`src/rtl/subu_pkg.sv`:
```
// Shared definitions for the bit-serial unsigned subtractor.
package subu_pkg;

  localparam int DEFAULT_WIDTH = 32;

  typedef enum logic [1:0] {
    S_IDLE = 2'd0,
    S_RUN  = 2'd1,
    S_DONE = 2'd2
  } subu_state_e;

endpackage : subu_pkg

```
`src/rtl/fsub1.sv`:
```
// One-bit full subtractor: difference and borrow-out for a single bit slice.
module fsub1 (
  input  logic a,
  input  logic b,
  input  logic bin,
  output logic d,
  output logic bout
);

  assign d    = a ^ b ^ bin;
  assign bout = (~a & b) | (~(a ^ b) & bin);

endmodule : fsub1

```
`src/rtl/subu_serial.sv`:
```
// Bit-serial unsigned subtractor: one bit per cycle LSB-first, result and
// final borrow registered on completion with a one-cycle done pulse.
module subu_serial
  import subu_pkg::*;
#(
  parameter int WIDTH = DEFAULT_WIDTH
) (
  input  logic             clk,
  input  logic             reset,
  input  logic             start,
  input  logic [WIDTH-1:0] rs,
  input  logic [WIDTH-1:0] rt,
  output logic [WIDTH-1:0] rd,
  output logic             borrow,
  output logic             busy,
  output logic             done
);

  localparam int CW = $clog2(WIDTH + 1);

  subu_state_e      r_state;
  logic [WIDTH-1:0] r_a;
  logic [WIDTH-1:0] r_b;
  logic [WIDTH-1:0] r_res;
  logic             r_br;
  logic [CW-1:0]    r_cnt;
  logic             w_d;
  logic             w_bout;

  fsub1 u_fsub1 (
    .a    (r_a[0]),
    .b    (r_b[0]),
    .bin  (r_br),
    .d    (w_d),
    .bout (w_bout)
  );

  // Control FSM, operand/result shift registers and registered outputs.
  always_ff @(posedge clk) begin
    if (reset) begin
      r_state <= S_IDLE;
      r_a     <= '0;
      r_b     <= '0;
      r_res   <= '0;
      r_br    <= 1'b0;
      r_cnt   <= '0;
      rd      <= '0;
      borrow  <= 1'b0;
      busy    <= 1'b0;
      done    <= 1'b0;
    end else begin
      case (r_state)
        S_IDLE: begin
          done <= 1'b0;
          if (start) begin
            r_a     <= rs;
            r_b     <= rt;
            r_res   <= '0;
            r_br    <= 1'b0;
            r_cnt   <= '0;
            busy    <= 1'b1;
            r_state <= S_RUN;
          end else begin
            busy <= 1'b0;
          end
        end
        S_RUN: begin
          // Once all bits are consumed the operands are zero-filled, so the
          // borrow out of the slice equals the final borrow.
          if (r_cnt == CW'(WIDTH)) begin
            rd      <= r_res;
            borrow  <= w_bout;
            busy    <= 1'b0;
            done    <= 1'b1;
            r_state <= S_DONE;
          end else begin
            r_a   <= r_a >> 1;
            r_b   <= r_b >> 1;
            r_res <= {w_d, r_res[WIDTH-1:1]};
            r_br  <= w_bout;
            r_cnt <= r_cnt + CW'(1);
          end
        end
        S_DONE: begin
          done    <= 1'b0;
          busy    <= 1'b0;
          r_state <= S_IDLE;
        end
        default: begin
          done    <= 1'b0;
          busy    <= 1'b0;
          r_state <= S_IDLE;
        end
      endcase
    end
  end

endmodule : subu_serial
```
`config.mk`:
```
export PLATFORM = sky130hd
export DESIGN_NAME = subu_serial
export DESIGN_NICKNAME = d
export VERILOG_FILES = /design/src/rtl/subu_pkg.sv /design/src/rtl/fsub1.sv /design/src/rtl/subu_serial.sv
export SDC_FILE = /design/constraint.sdc
export NUM_CORES = 1
export LEC_CHECK = 0
export CAP_MARGIN = 15
export CELL_PAD_IN_SITES_DETAIL_PLACEMENT = 0
export CELL_PAD_IN_SITES_GLOBAL_PLACEMENT = 1
export CORE_AREA = 2 2 115 117
export CTS_BUF_LIST = sky130_fd_sc_hd__clkbuf_4 sky130_fd_sc_hd__clkbuf_8
export DETAILED_ROUTE_END_ITERATION = 8
export DIE_AREA = 0 0 117 119
export PLACE_DENSITY = 0.85
export SLEW_MARGIN = 10
export SYNTH_ARGS = -nofsm -noshare
export SYNTH_HDL_FRONTEND = slang
export SYNTH_HIERARCHICAL = 1
export SYNTH_SLANG_ARGS = --single-unit
```
`constraint.sdc`:
```
create_clock -name clk -period 5.9 [get_ports clk]
set_input_delay 1.475 -clock clk [delete_from_list [all_inputs] [get_ports clk]]
set_output_delay 1.475 -clock clk [all_outputs]
set_load 0.02 [all_outputs]
```
==> flow_summary.yaml <==
power:
  p_leak_nw: 2.53
  power.density_mw_per_mm2: 292
  peakVddDrop_mv: 0.141
setup_path:
  cpLargestDelayFamily: "buffers and inverters"
  cp_slowest_cell: "a311oi_4"
  cp-end-kind: "flip-flop"
  start_kind: "input port"
  cp_common_cell: "nor2_1"
  crit_required_ns: 6.23
  slowest_delay_ns: 0.53
  worstPathArrival_ns: 3.35
  cp_max_fo: 99
  crit_chain: "clkdlybuf4s50_1 > nor2_1 > a311oi_4 > buf_12 > nor2_1 > a311oi_1"
  cp.buffers_inverters: 2
  worstSetupPathType: "input port to flip-flop"
logic_synthesis:
  syn_nets: 695
  synth_seq_cells: 140
  ys.warnings.count: 6
  synth_area_mm2: 0.00532
  seq_area_frac_synth_pct: 52.7
  syn_area_per_cell_um2: 8.51
  synth_top_area_share_pct: 52.7
  netlist_instances: 625
  ys_types: 27
  netlist.top_cell.by_area: "dfxtp_1"
  ys_top_cells_by_area: "dfxtp_1, nand2_1, a311oi_1, a22o_1, nor2_1"
global_routing:
  grt_start_max_net_pins: 107
  use_met3_pct: 5.80
  grt_use_total_pct: 17.4
  grt-ovfl-total: 0
  grt_busiest_layer: "met2"
  grtUsageMet1_pct: 23.1
  antenna_found_initial: 0
  use_met2_pct: 27.1
  grt_pass1_wl_um: 19600
  grt_pass1_vias: 4208
floorplan:
  coreArea_mm2: 0.0129
  die-area_mm2: 0.0139
  core.rowCount: 42
  ios: 102
  die_w_um: 117
  start_util_pct: 41.3
  dieHeight_um: 119
timing:
  worst_slack_ns: 2.88
  fin_setup_tns_ns: 0
  fin_crit_ns: 3.02
  rsz0062_at_grt: "no"
  hold_violations: 0
  max_freq_mhz: 331
  drv_slew: 0
  relSlewSlack_pct: 27.6
  fin_crit_sh_pct: 51.2
  finClkSkew_ns: 0.00660
  setup_viol: 0
  worst_pin_slew_ns: 1.09
route:
  drt_first_pass_iters: 5
  final_antenna_net_count: 0
  drt-initial-drc-count: 350
  wirelength_um: 11400
  drc_errors: 0
  viasPerCell: 5.07
  vias: 4505
  wl_per_cell_um: 12.8
place:
  place.gp.congestion: 0.744
  preCtsSetupSlack_ns: 1.96
  portBuffers: 101
  hpwl_um: 6950
  place_inst: 854
status:
  status: "finished clean"
layout:
  drive_gt1_share_pct: 6.74
  mostFrequentLayoutCell: "nand2_1"
  instances_no_fill: 888
  multi_input_area_mm2: 0.00230
  ff_latch_area_mm2: 0.00280
  n_antenna_cell: 0
  nets: 769
  area_growth_pct: 29.0
  most-common-layout-cells: "nand2_1, dfxtp_1, clkdlybuf4s50_1"
  n_fill_cell: 1235
clock_tree:
  cts-resized-gates: 0
  clk_pin_slew_ns: 0.07
  cts_setup_buffers: 0
  cts_sinks: 140
  htreeDepth: 4
  clk_latency_ns: 0.44
  cts_buffers: 17
  clockBufferDepth: 2
  cts_tree: "yes"
  cts_root_buffer: "clkbuf_8"
  holdBufCountCts: 0
flow_run:
  maxCapViolCount: 0
worst_hold_path:
  hold_class: "flip-flop to flip-flop"
## layer usage
layer  vias to the layer above  wire, µm  part of all wire [%]
met5                         -         0                     0
met4                         0        89                  0.78
met3                         8       605                   5.3
met2                       111      5290                    46
met1                      2072      5410                    47
li1                       2314         -                     -
## power by group
part	leakage, nW	total, mW	internal [mW]	switching [mW]
logic	1.18	0.183	0.0860	0.0973
registers	1.14	1.01	0.986	0.0224
clock network	0.211	0.810	0.454	0.356
## worst paths after layout
check | from | to | slack, ns | cells after the start
max | start | r_a[6] | 2.88 | 6
min | rd[16] | rd[16] | 0.45 | 2
max reg2reg | r_cnt[0] | r_a[6] | 3.67 | 7
min reg2reg | rd[16] | rd[16] | 0.45 | 2
## worst reg2reg max path: cells and delay by family (launching register included)
family                     cells  cell delay, ns
adders and majority gates      1            0.19
and+or+nand+nor                2            0.30
DFF                            1            0.36
buffers and inverters          2            0.45
AOI/OAI and AO/OA              2            0.83
## area by class of cell
class                      count  area share [%]
clock buffer                  21            4.12
clock inverter                11            2.06
inverter                       5           0.274
multi-input combinational    426            33.5
sequential                   140            40.9
tap                          176            3.21
timing repair buffer         109            16.0
## synth_stat cells (all sizes together)
cell type,instances
dfxtp,140
a311o,1
a211oi,1
nor3,4
buf,13
a22o,36
a311oi,64
clkbuf,41
and3,2
o21ai,4
nor2b,3
nand2b,1
mux2,1
a21oi,36
inv,5
fa,1
nand2,193
nand4,1
ha,2
nor3b,1
nor2,70
a31oi,2
nor4b,1
nand3,2
## flip-flops by register name (all words and copies together), names as in the netlist
name	cells
borrow	1
r_a	32
r_res	32
r_br	1
r_state	2
done	1
busy	1
r_b	32
r_cnt	6
rd	32
## stage by stage
stage                     hold slack [ns]  util, %  power [mW]  cell area (µm²)
after floorplan                     0.432        -        1.14             5320
after global routing                0.475     53.3        2.10             6860
after global placement              0.444     49.7        1.21             6400
after CTS                           0.456     53.0        2.02             6830
after detailed placement            0.446     49.7        1.21             6400
final                               0.453     53.3        2.00             6860
## kinds of logic after synthesis
| kind of cell | after synthesis | synth area share [%] |
|---|---|---|
| AO/OA/AOI/OAI | 144 | 21.2 |
| adder cells (fa/ha/maj) | 3 | 0.847 |
| multiplexers | 1 | 0.212 |
| buffers and inverters | 59 | 4.45 |
| AND/OR/NAND/NOR | 278 | 20.6 |
| flip-flops | 140 | 52.7 |
No activity file was read; power rests on OpenSTA's default activity.
==> variant (same settings) <==
Register the output `done` once more, without a reset; this adds one clock of latency there. The other outputs are not delayed to match. Comments in the files are not updated.
--- a/src/rtl/subu_serial.sv
+++ b/src/rtl/subu_serial.sv
@@ -18,4 +18,6 @@
 
   localparam int CW = $clog2(WIDTH + 1);
+
+  logic done_s0;
 
   subu_state_e      r_state;
@@ -48,9 +50,9 @@
       borrow  <= 1'b0;
       busy    <= 1'b0;
-      done    <= 1'b0;
+      done_s0 <= 1'b0;
     end else begin
       case (r_state)
         S_IDLE: begin
-          done <= 1'b0;
+          done_s0 <= 1'b0;
           if (start) begin
             r_a     <= rs;
@@ -72,5 +74,5 @@
             borrow  <= w_bout;
             busy    <= 1'b0;
-            done    <= 1'b1;
+            done_s0 <= 1'b1;
             r_state <= S_DONE;
           end else begin
@@ -83,10 +85,10 @@
         end
         S_DONE: begin
-          done    <= 1'b0;
+          done_s0 <= 1'b0;
           busy    <= 1'b0;
           r_state <= S_IDLE;
         end
         default: begin
-          done    <= 1'b0;
+          done_s0 <= 1'b0;
           busy    <= 1'b0;
           r_state <= S_IDLE;
@@ -96,3 +98,7 @@
   end
 
+  always_ff @(posedge clk) begin
+    done <= done_s0;
+  end
+
 endmodule : subu_serial
Formal check against the unedited RTL: no difference found for any inputs over 10 cycles, from zero or initial values and one cycle with reset high; that may be too few to reach the edited logic, so the function may still have changed.
==> variant against the unedited design <==
Die area unchanged; sequential share of layout area increased by 0.090 points; wire length decreased by 0.68%; cell area increased by 0.49%; register-to-register slack got worse by 0.44 ns; synthesized area increased by 0.38%; clock skew increased by 0.0047 ns; first-iteration DRC count decreased by 39%; power increased by 3.0%; sequential cell count increased by 1; worst setup slack got worse by 0.45 ns.
==> variant: results (changes against the unedited design) <==
[metrics] total via count after detailed routing: 4508 (+0.067%)
[metrics] gpl congestion: 0.727 (-2.4%)
[metrics] CP max stage delay: 0.64 ns (+0.11 ns)
[metrics] worst-path cell with the longest stage delay: sky130_fd_sc_hd__buf_4
[metrics] met1 track demand over resource in global routing: 21.2% (-1.9 points)
[metrics] portion of total power attributed to combinational logic: 8.8% (-0.4 points)
[metrics] largest voltage drop on the vdd net: 0.000131 V (-7.6%)
[metrics] run status: finished clean
[metrics] number of cells on the worst reg-to-reg path: 8 (+1)
[metrics] first-pass iteration count of the detailed router: 4 (-1)
[metrics] leading cell types by count after synthesis: sky130_fd_sc_hd__nand2_1 (193), sky130_fd_sc_hd__dfxtp_1 (141), sky130_fd_sc_hd__nor2_1 (69)
[metrics] DP Wirelength: 7.18 mm (+3.3%)
[metrics] Hold Path Depth: 0 (-2)
[metrics] GR met2 Demand/Resource: 28.7% (+1.6 points)
[metrics] pin count of the biggest net entering global routing: 87 (-19%)
[metrics] worst reg-to-reg setup slack: 3.23 ns (-0.44 ns)
[metrics] overall global routing resource usage: 17.2% (-0.21 points)
[metrics] termination of the worst setup path: r_b[8]
[metrics] first-pass GRT wire length: 19.3 mm (-1.8%)
[metrics] data arrival time of the critical path: 3.79 ns (+0.44 ns)
[metrics] post-synthesis mux area share: 0.211% (-0.00079 points)
[metrics] number of nets in the finished design: 771 (+0.26%)
[metrics] post-route clock skew: 0.0113 ns (+0.00466 ns)
[metrics] global-route track usage on met3: 4.63% (-1.2 points)
[metrics] share of post-route cells with drive strength above 1: 6.86% (+0.12 points)
[metrics] number of DRC markers after the initial detailed-route iteration: 214 (-39%)
[metrics] Synth area leaders: sky130_fd_sc_hd__dfxtp_1 (53%), sky130_fd_sc_hd__nand2_1 (14%), sky130_fd_sc_hd__a311oi_1 (10%)
variant: changes by cell type after synthesis, sizes merged:
cell   before  now
dfxtp     140  141
variant: per-stage QoR:
stage / hold WS [ns] / std cells / total power [W] / setup WS (ns) / cell area [um^2]
floorplan: 0.331 / 626 / 0.00115 / 3.25 / 5340
global placement: 0.344 / 857 / 0.00121 / 2.11 / 6430
detailed placement: 0.343 / 857 / 0.00122 / 2.03 / 6430
CTS: 0.367 / 889 / 0.00209 / 2.48 / 6880
global route: 0.383 / 890 / 0.00216 / 2.17 / 6890
finish: 0.362 / 890 / 0.00206 / 2.43 / 6890
variant: final cells by class:
class | count | area [um^2]
clock inverter | 13 | 195
tap | 176 | 220
timing repair buffer | 110 | 1080
multi-input combinational | 426 | 2300
sequential | 141 | 2820
inverter | 5 | 18.8
clock buffer | 19 | 255
fill | 1252 | 5980
variant: routing by layer:
metal | wire length, um | vias up
met3 | 625 | 9
met1 | 5090 | 2078
met4 | 82 | 0
met5 | 0 | -
met2 | 5520 | 106
li1 | - | 2315
